===== config.mk =====
export PLATFORM = sky130hd
export DESIGN_NAME = alu_sequencer
export DESIGN_NICKNAME = d
export VERILOG_FILES = /design/src/rtl/alu_sequencer.sv
export SDC_FILE = /design/constraint.sdc
export NUM_CORES = 1
export LEC_CHECK = 0
export ABC_AREA = 1
export CORE_MARGIN = 3
export CORE_UTILIZATION = 45
export DETAILED_ROUTE_END_ITERATION = 10
export PLACE_DENSITY = 0.79
export SKIP_LAST_GASP = 1
export SYNTH_ARGS = -nofsm -noshare
export SYNTH_HDL_FRONTEND = slang
export SYNTH_SLANG_ARGS = --single-unit

===== constraint.sdc =====
create_clock -name clock -period 2.9 [get_ports clock]
set_clock_uncertainty 0.15 [all_clocks]
set_input_delay 0.29 -clock clock [delete_from_list [all_inputs] [get_ports clock]]
set_output_delay 0.29 -clock clock [all_outputs]
set_load 0.01 [all_outputs]

===== src/rtl/alu_sequencer.sv =====
// alu_sequencer: command-driven controller for an external 8-bit ALU.
// Holds the accumulator and carry flag. Each accepted command runs as zero
// or more ALU cycles: single ops, multi-bit shifts, and a shift-add multiply.
module alu_sequencer #(
    parameter int         MUL_STEPS = 8,
    parameter logic [7:0] ACC_RST   = 8'h00
) (
    input  logic       clock,
    input  logic       reset,
    input  logic       cmd_valid,
    output logic       cmd_ready,
    input  logic [3:0] cmd,
    input  logic [7:0] operand,
    output logic       done,
    output logic [7:0] acc,
    output logic       carry,
    output logic       busy,
    output logic [7:0] alu_a,
    output logic [7:0] alu_b,
    output logic [2:0] alu_opr,
    input  logic [7:0] alu_r,
    input  logic       alu_co
);

    typedef enum logic { IDLE, EXEC } state_t;
    typedef enum logic [1:0] { K_SINGLE, K_SHIFT, K_MUL } kind_t;

    localparam logic [2:0] OPR_PASS = 3'b000;
    localparam logic [2:0] OPR_ADD  = 3'b010;
    localparam logic [2:0] OPR_SHL  = 3'b101;
    localparam logic [3:0] LAST_STEP = 4'(MUL_STEPS - 1);

    state_t     state_q, state_d;
    kind_t      kind_q, kind_d;
    logic [2:0] opr_q, opr_d;      // latched ALU op for single/shift commands
    logic [7:0] opnd_q, opnd_d;    // latched B operand
    logic [2:0] cnt_q, cnt_d;      // remaining shift cycles
    logic [7:0] p_q, p_d;          // multiply partial product
    logic [7:0] m_q, m_d;          // multiplicand, shifted left each step
    logic [7:0] q_q, q_d;          // multiplier, shifted right each step
    logic [3:0] step_q, step_d;    // multiply step index
    logic       phase_q, phase_d;  // 0 = ADD phase, 1 = SHIFT phase
    logic [7:0] acc_q, acc_d;
    logic       carry_q, carry_d;
    logic       done_q, done_d;

    // Next-state, ALU drive and handshake decode.
    always_comb begin
        // NOTE: every signal gets a default before the case so no path can infer a latch.
        state_d   = state_q;
        kind_d    = kind_q;
        opr_d     = opr_q;
        opnd_d    = opnd_q;
        cnt_d     = cnt_q;
        p_d       = p_q;
        m_d       = m_q;
        q_d       = q_q;
        step_d    = step_q;
        phase_d   = phase_q;
        acc_d     = acc_q;
        carry_d   = carry_q;
        done_d    = 1'b0;
        cmd_ready = 1'b0;
        busy      = 1'b0;
        alu_a     = acc_q;
        alu_b     = 8'h00;
        alu_opr   = OPR_PASS;

        case (state_q)
            IDLE: begin
                cmd_ready = 1'b1;
                if (cmd_valid) begin
                    if (!cmd[3]) begin
                        opr_d  = cmd[2:0];
                        opnd_d = operand;
                        if (cmd[2:1] == 2'b10) begin
                            // Shift by zero completes without touching the ALU.
                            if (operand[2:0] == 3'd0) begin
                                carry_d = 1'b0;
                                done_d  = 1'b1;
                            end else begin
                                kind_d  = K_SHIFT;
                                cnt_d   = operand[2:0];
                                state_d = EXEC;
                            end
                        end else begin
                            kind_d  = K_SINGLE;
                            state_d = EXEC;
                        end
                    end else if (cmd == 4'd8) begin
                        kind_d  = K_MUL;
                        p_d     = 8'h00;
                        m_d     = acc_q;
                        q_d     = operand;
                        step_d  = 4'd0;
                        phase_d = 1'b0;
                        state_d = EXEC;
                    end else begin
                        done_d = 1'b1;  // NOP
                    end
                end
            end

            EXEC: begin
                busy = 1'b1;
                case (kind_q)
                    K_SINGLE: begin
                        alu_b   = opnd_q;
                        alu_opr = opr_q;
                        acc_d   = alu_r;
                        carry_d = (opr_q == 3'b001 || opr_q == 3'b010) ? alu_co : 1'b0;
                        done_d  = 1'b1;
                        state_d = IDLE;
                    end
                    K_SHIFT: begin
                        alu_opr = opr_q;
                        acc_d   = alu_r;
                        carry_d = 1'b0;
                        cnt_d   = cnt_q - 3'd1;
                        if (cnt_q == 3'd1) begin
                            done_d  = 1'b1;
                            state_d = IDLE;
                        end
                    end
                    default: begin
                        if (!phase_q) begin
                            alu_a   = p_q;
                            alu_b   = q_q[0] ? m_q : 8'h00;
                            alu_opr = OPR_ADD;
                            p_d     = alu_r;
                            phase_d = 1'b1;
                        end else begin
                            alu_a   = m_q;
                            alu_opr = OPR_SHL;
                            m_d     = alu_r;
                            q_d     = q_q >> 1;
                            phase_d = 1'b0;
                            step_d  = step_q + 4'd1;
                            if (step_q == LAST_STEP) begin
                                // P already holds the final sum from the preceding ADD phase.
                                acc_d   = p_q;
                                carry_d = 1'b0;
                                done_d  = 1'b1;
                                state_d = IDLE;
                            end
                        end
                    end
                endcase
            end

            default: state_d = IDLE;
        endcase
    end

    // State and datapath registers; reset aborts any command in flight.
    always_ff @(posedge clock or posedge reset) begin
        if (reset) begin
            state_q <= IDLE;
            kind_q  <= K_SINGLE;
            opr_q   <= 3'd0;
            opnd_q  <= 8'h00;
            cnt_q   <= 3'd0;
            p_q     <= 8'h00;
            m_q     <= 8'h00;
            q_q     <= 8'h00;
            step_q  <= 4'd0;
            phase_q <= 1'b0;
            acc_q   <= ACC_RST;
            carry_q <= 1'b0;
            done_q  <= 1'b0;
        end else begin
            // NOTE: non-blocking assignments so all flops update together from pre-edge values.
            state_q <= state_d;
            kind_q  <= kind_d;
            opr_q   <= opr_d;
            opnd_q  <= opnd_d;
            cnt_q   <= cnt_d;
            p_q     <= p_d;
            m_q     <= m_d;
            q_q     <= q_d;
            step_q  <= step_d;
            phase_q <= phase_d;
            acc_q   <= acc_d;
            carry_q <= carry_d;
            done_q  <= done_d;
        end
    end

    assign acc   = acc_q;
    assign carry = carry_q;
    assign done  = done_q;

endmodule


After elaboration in Yosys (flattened, before gate mapping)
Cells that the tools add are included.

storage, ports and cells
  register bits = 56
  input bits = 24
  output and inout bits = 31
  word-level logic and storage cells = 137

operators by class
  $add $sub $neg = 2
  eq/ne operators = 22
  muxes and demuxes = 84
  bitwise gates (word level) = 2
  reduce and logical (&&, ||, !) cells = 14

operators with widths
  operator                                                                 number
  8-bit 2-to-1 mux                                                         24
  8-bit one-hot mux with 2 select lines                                    4
  1-bit 2-to-1 mux                                                         30
  3-bit 2-to-1 mux                                                         8
  4-bit 2-to-1 mux                                                         5
  2-bit inequality test, second input constant                             9
  5-bit AND reduction                                                      3
  1-bit one-hot mux with 2 select lines                                    7
  2-bit 2-to-1 mux                                                         4
  4-bit by 1-bit inequality test with 1-bit output, second input constant  2
  4-bit one-hot mux with 2 select lines                                    1
  4-bit AND reduction                                                      2
  3-bit by 1-bit == test with 1-bit output, second input constant          2
  2-bit by 1-bit inequality test with 1-bit output, second input constant  3
  3-bit one-hot mux with 2 select lines                                    1
  3-bit AND reduction                                                      2
  6-bit AND reduction                                                      1
  4-bit by 1-bit adder with 4-bit output, second input constant            1
  4-bit by 3-bit == test with 1-bit output, second input constant          1
  4-bit == test, second input constant                                     1
  2-bit nonzero test                                                       2
  3-bit by 2-bit == test with 1-bit output, second input constant          1
  3-bit logical NOT                                                        1
  3-bit inequality test, second input constant                             1
  7 further kinds                                                          8

Depth between registers and ports, before layout
  depth after elaboration = 6
  mapped depth = 9
  mapped depth without buffers = 8

Worst setup path after synthesis
No wires, ideal clock.

  path kind = register -> output
  start = register state_q
  end = output port alu_opr[1]
  arrival = 1.158 ns
  required time = 2.460 ns
  setup slack = 1.302 ns
  cell stages (with the launch flop) = 6
  path buffers = 3
  cells stage by stage = dfrtp_1 > buf_6 > buf_2 > buf_2 > o21ai_0 > nor2_1

on the way
  cells in the longest elaborated chain, start to end = 1

RTL lines
  what                    RTL line  RTL
  start, declared         33        state_t state_q, state_d;
  start signal, assigned  173       state_q <= state_d;
  3-bit 2-to-1 mux        69        case (state_q)
  end, declared           20        output logic [2:0] alu_opr,

Every way passes these cells.

Worst setup path after layout
  start = register phase_q
  end = output port alu_b[6]

on the way
  cells in the longest elaborated chain, start to end = 3

RTL lines
  what                                   RTL line  RTL
  start, declared                        42        logic phase_q, phase_d;
  start signal, assigned                 182       phase_q <= phase_d;
  8-bit 2-to-1 mux                       126       if (!phase_q) begin
  8-bit one-hot mux with 2 select lines  106       case (kind_q)
  8-bit 2-to-1 mux                       69
  end, declared                          19        output logic [7:0] alu_b,

Every way passes these cells.

==> flow_summary.ini <==
[timing]
fin_crit_ns = 2.71
fmax_ghz = 0.368
setup_tns_ns = 0
rsz0062_at_grt = false
slew_viol_final = 0
max_slew_margin = 0.572
setup_violations = 0
finalCritPeriodShare = 0.936
tightest_slew_ns = 0.640
hold_viol_final = 0

[setup_path]
crit_arrival_ns = 2.27
required_ns = 2.46
critPathLaunchType = flop
critPathMaxFanout = 12
worstSetupPathType = flop to primary output
setup.worst_path.end_class = primary output

[layout]
fin_nets = 506
multi_input_comb_area_um2 = 1430
final_core_util = 0.583
drive_gt1_frac = 0.0625
areaGrowthSynthToFinish_pct = 22.7
fillers = 576
antenna_cells = 0
regArea_um2 = 1400
layoutNonFillerInstCount = 557

[synthesis]
netlist.area_leader.share = 0.454
synth_area_per_cell_um2 = 7.16
synth_cell_types = 26
synth.net_count = 458
synthFlopType = dfrtp_1
netlist_area_um2 = 3080
yosysWarnings = 0
synth.most_common_cell = nand2_1
synthTopCellsByCount = nand2_1 (197), dfrtp_1 (56), o21ai_0 (48)
synth-seq-cells = 56
yosysTopAreaCell = dfrtp_1
synthCells = 431
synth_edf_count = 0
synth.area.top_cells = dfrtp_1 (45%), nand2_1 (24%), o21ai_0 (7.8%)
async_flop_share = 1.00
ys_seq_area_frac = 0.454

[global_route]
first_global_vias = 2747
grt_use_total = 0.211
antenna_found_initial = 0
globalRoute.totalOverflow = 0
grt_max_degree = 44
grt_pass1_wl_mm = 12.9

[clock_network]
cts_made_buffers = 5
clk_pin_slew_worst_paths_ns = 0.10
worst_skew_pair.late_latency_ns = 0.31
cts_tree = done
clock_path_buffers = 2
cts_root_buffer = clkbuf_8
postCtsHoldBufs = 0
clkSinkCount = 56
h-tree-depth = 2

[route]
dr.pass1.iters = 6
wl_per_cell_um = 14.0
wl_mm = 7.80
drtIter0Drc = 148
viasPerCell = 5.24
vias = 2916
ant_nets = 0
remaining_drc_errors = 0

[floorplanning]
die-area_um2 = 7880
ioPinCount = 55
num_rows = 29
fp.dieW_um = 88.8
initial_core_util = 0.475
die-height_um = 88.8
fp.coreArea_um2 = 6490

[power_and_ir_drop]
p_leak_nw = 1.88
irDropWorstVdd_mv = 0.328
p_per_area_nw_per_um2 = 785

[worst_hold_path]
hold_class = input port to asynchronous set/reset pin

[placed_design]
place.gp.congestion = 0.967
dpl.hpwl_mm = 5.73
placed_cells = 549
portBuffers = 54

[status]
status = complete, no violations

[job]
cap_violations = 0
## registers in the layout, summed over array words and instances, names as in the netlist
name,cells
m_q,8
kind_q,2
opnd_q,8
carry,1
step_q,4
acc,8
done,1
phase_q,1
cnt_q,3
opr_q,3
state_q,1
p_q,8
q_q,8
## critical path, cell delays in order (launching register included)
cell and delay, ns:
dfrtp_1 0.50, inv_2 0.22, nand2_1 0.21, nor2_4 0.24
nand2_1 0.09, a21oi_1 0.14, clkdlybuf4s50_1 0.56
## routing by layer
layer,up-vias,track usage,part of all wire
met2,97,0.349,0.47
met5,-,0,0
met4,0,0.0591,0.015
met3,12,0.0438,0.063
li1,1452,-,-
met1,1355,0.281,0.45
## timing repair
| action | CTS | global route |
|---|---|---|
| resized for setup | 0 | 1 |
| setup endpoints to repair | 0 | 8 |
| buffers inserted | 0 | 0 |
## power by group
part	internal, mW	leakage [nW]	switching (mW)
Sequential	1.07	0.709	0.238
Clock	0.256	0.0541	0.255
Combinational	0.517	1.12	0.631
Total	1.85	1.88	1.12
## kinds of logic after synthesis
family,after synthesis,synth area share
buffers and inverters,57,0.0828
xor gates and xnor gates,2,0.00568
DFF,56,0.454
muxes,3,0.00974
AOI/OAI and AO/OA,62,0.103
and+or+nand+nor,248,0.332
adders and majority gates,3,0.0122
## final cells by class
class                      instances  share of cell area
tap                               77              0.0255
multi-input combinational        318               0.379
clock buffer                       5              0.0182
sequential                        56               0.370
timing repair buffer              60               0.158
clock inverter                     3              0.0112
inverter                          38              0.0380
## stage by stage
| stage | instance area [µm²] | hold WS, ns | power, mW | worst slack (ns) |
|---|---|---|---|---|
| floorplan | 3080 | 0.250 | 1.98 | 1.09 |
| global placement | 3670 | 0.305 | 2.43 | 0.547 |
| detailed placement | 3670 | 0.309 | 2.47 | 0.430 |
| CTS | 3780 | 0.226 | 2.98 | 0.0755 |
| global route | 3780 | 0.269 | 3.20 | 0.0222 |
| finish | 3780 | 0.211 | 2.97 | 0.185 |
## cell usage in the layout (no fill, tap or decap)
cell	n
buf_4	5
nor2_8	1
nand2_2	2
mux2i_1	3
o21ai_1	4
clkinvlp_4	1
o21ai_2	2
nor2_4	2
nor3b_1	1
nand2_1	197
a21oi_1	8
clkinv_2	2
ha_1	3
bufinv_16	1
inv_1	32
nor2_1	15
nand4_1	11
o21ai_0	48
nand3_1	15
clkbuf_8	5
buf_12	1
nor2_2	2
xor2_1	2
inv_2	5
nor3_1	1
clkdlybuf4s50_1	54
nand3_2	1
dfrtp_1	56
## final timing paths
| kind | start | to | slack (ns) | cells after the start |
|---|---|---|---|---|
| max | phase_q$_DFFE_PP0P_ | alu_b[6] | 0.19 | 6 |
| min | reset | opnd_q[4]$_DFFE_PP0P_ | 0.21 | 2 |
| max reg2reg | state_q$_DFF_PP0_ | m_q[1]$_DFFE_PP0P_ | 0.71 | 8 |
| min reg2reg | opnd_q[7]$_DFFE_PP0P_ | opnd_q[7]$_DFFE_PP0P_ | 0.33 | 2 |
| max in group asynchronous | reset | step_q[2]$_DFFE_PP0P_ | 1.81 | 3 |
| min in group clock | opnd_q[7]$_DFFE_PP0P_ | opnd_q[7]$_DFFE_PP0P_ | 0.33 | 2 |
No activity file was read; power rests on OpenSTA's default activity.
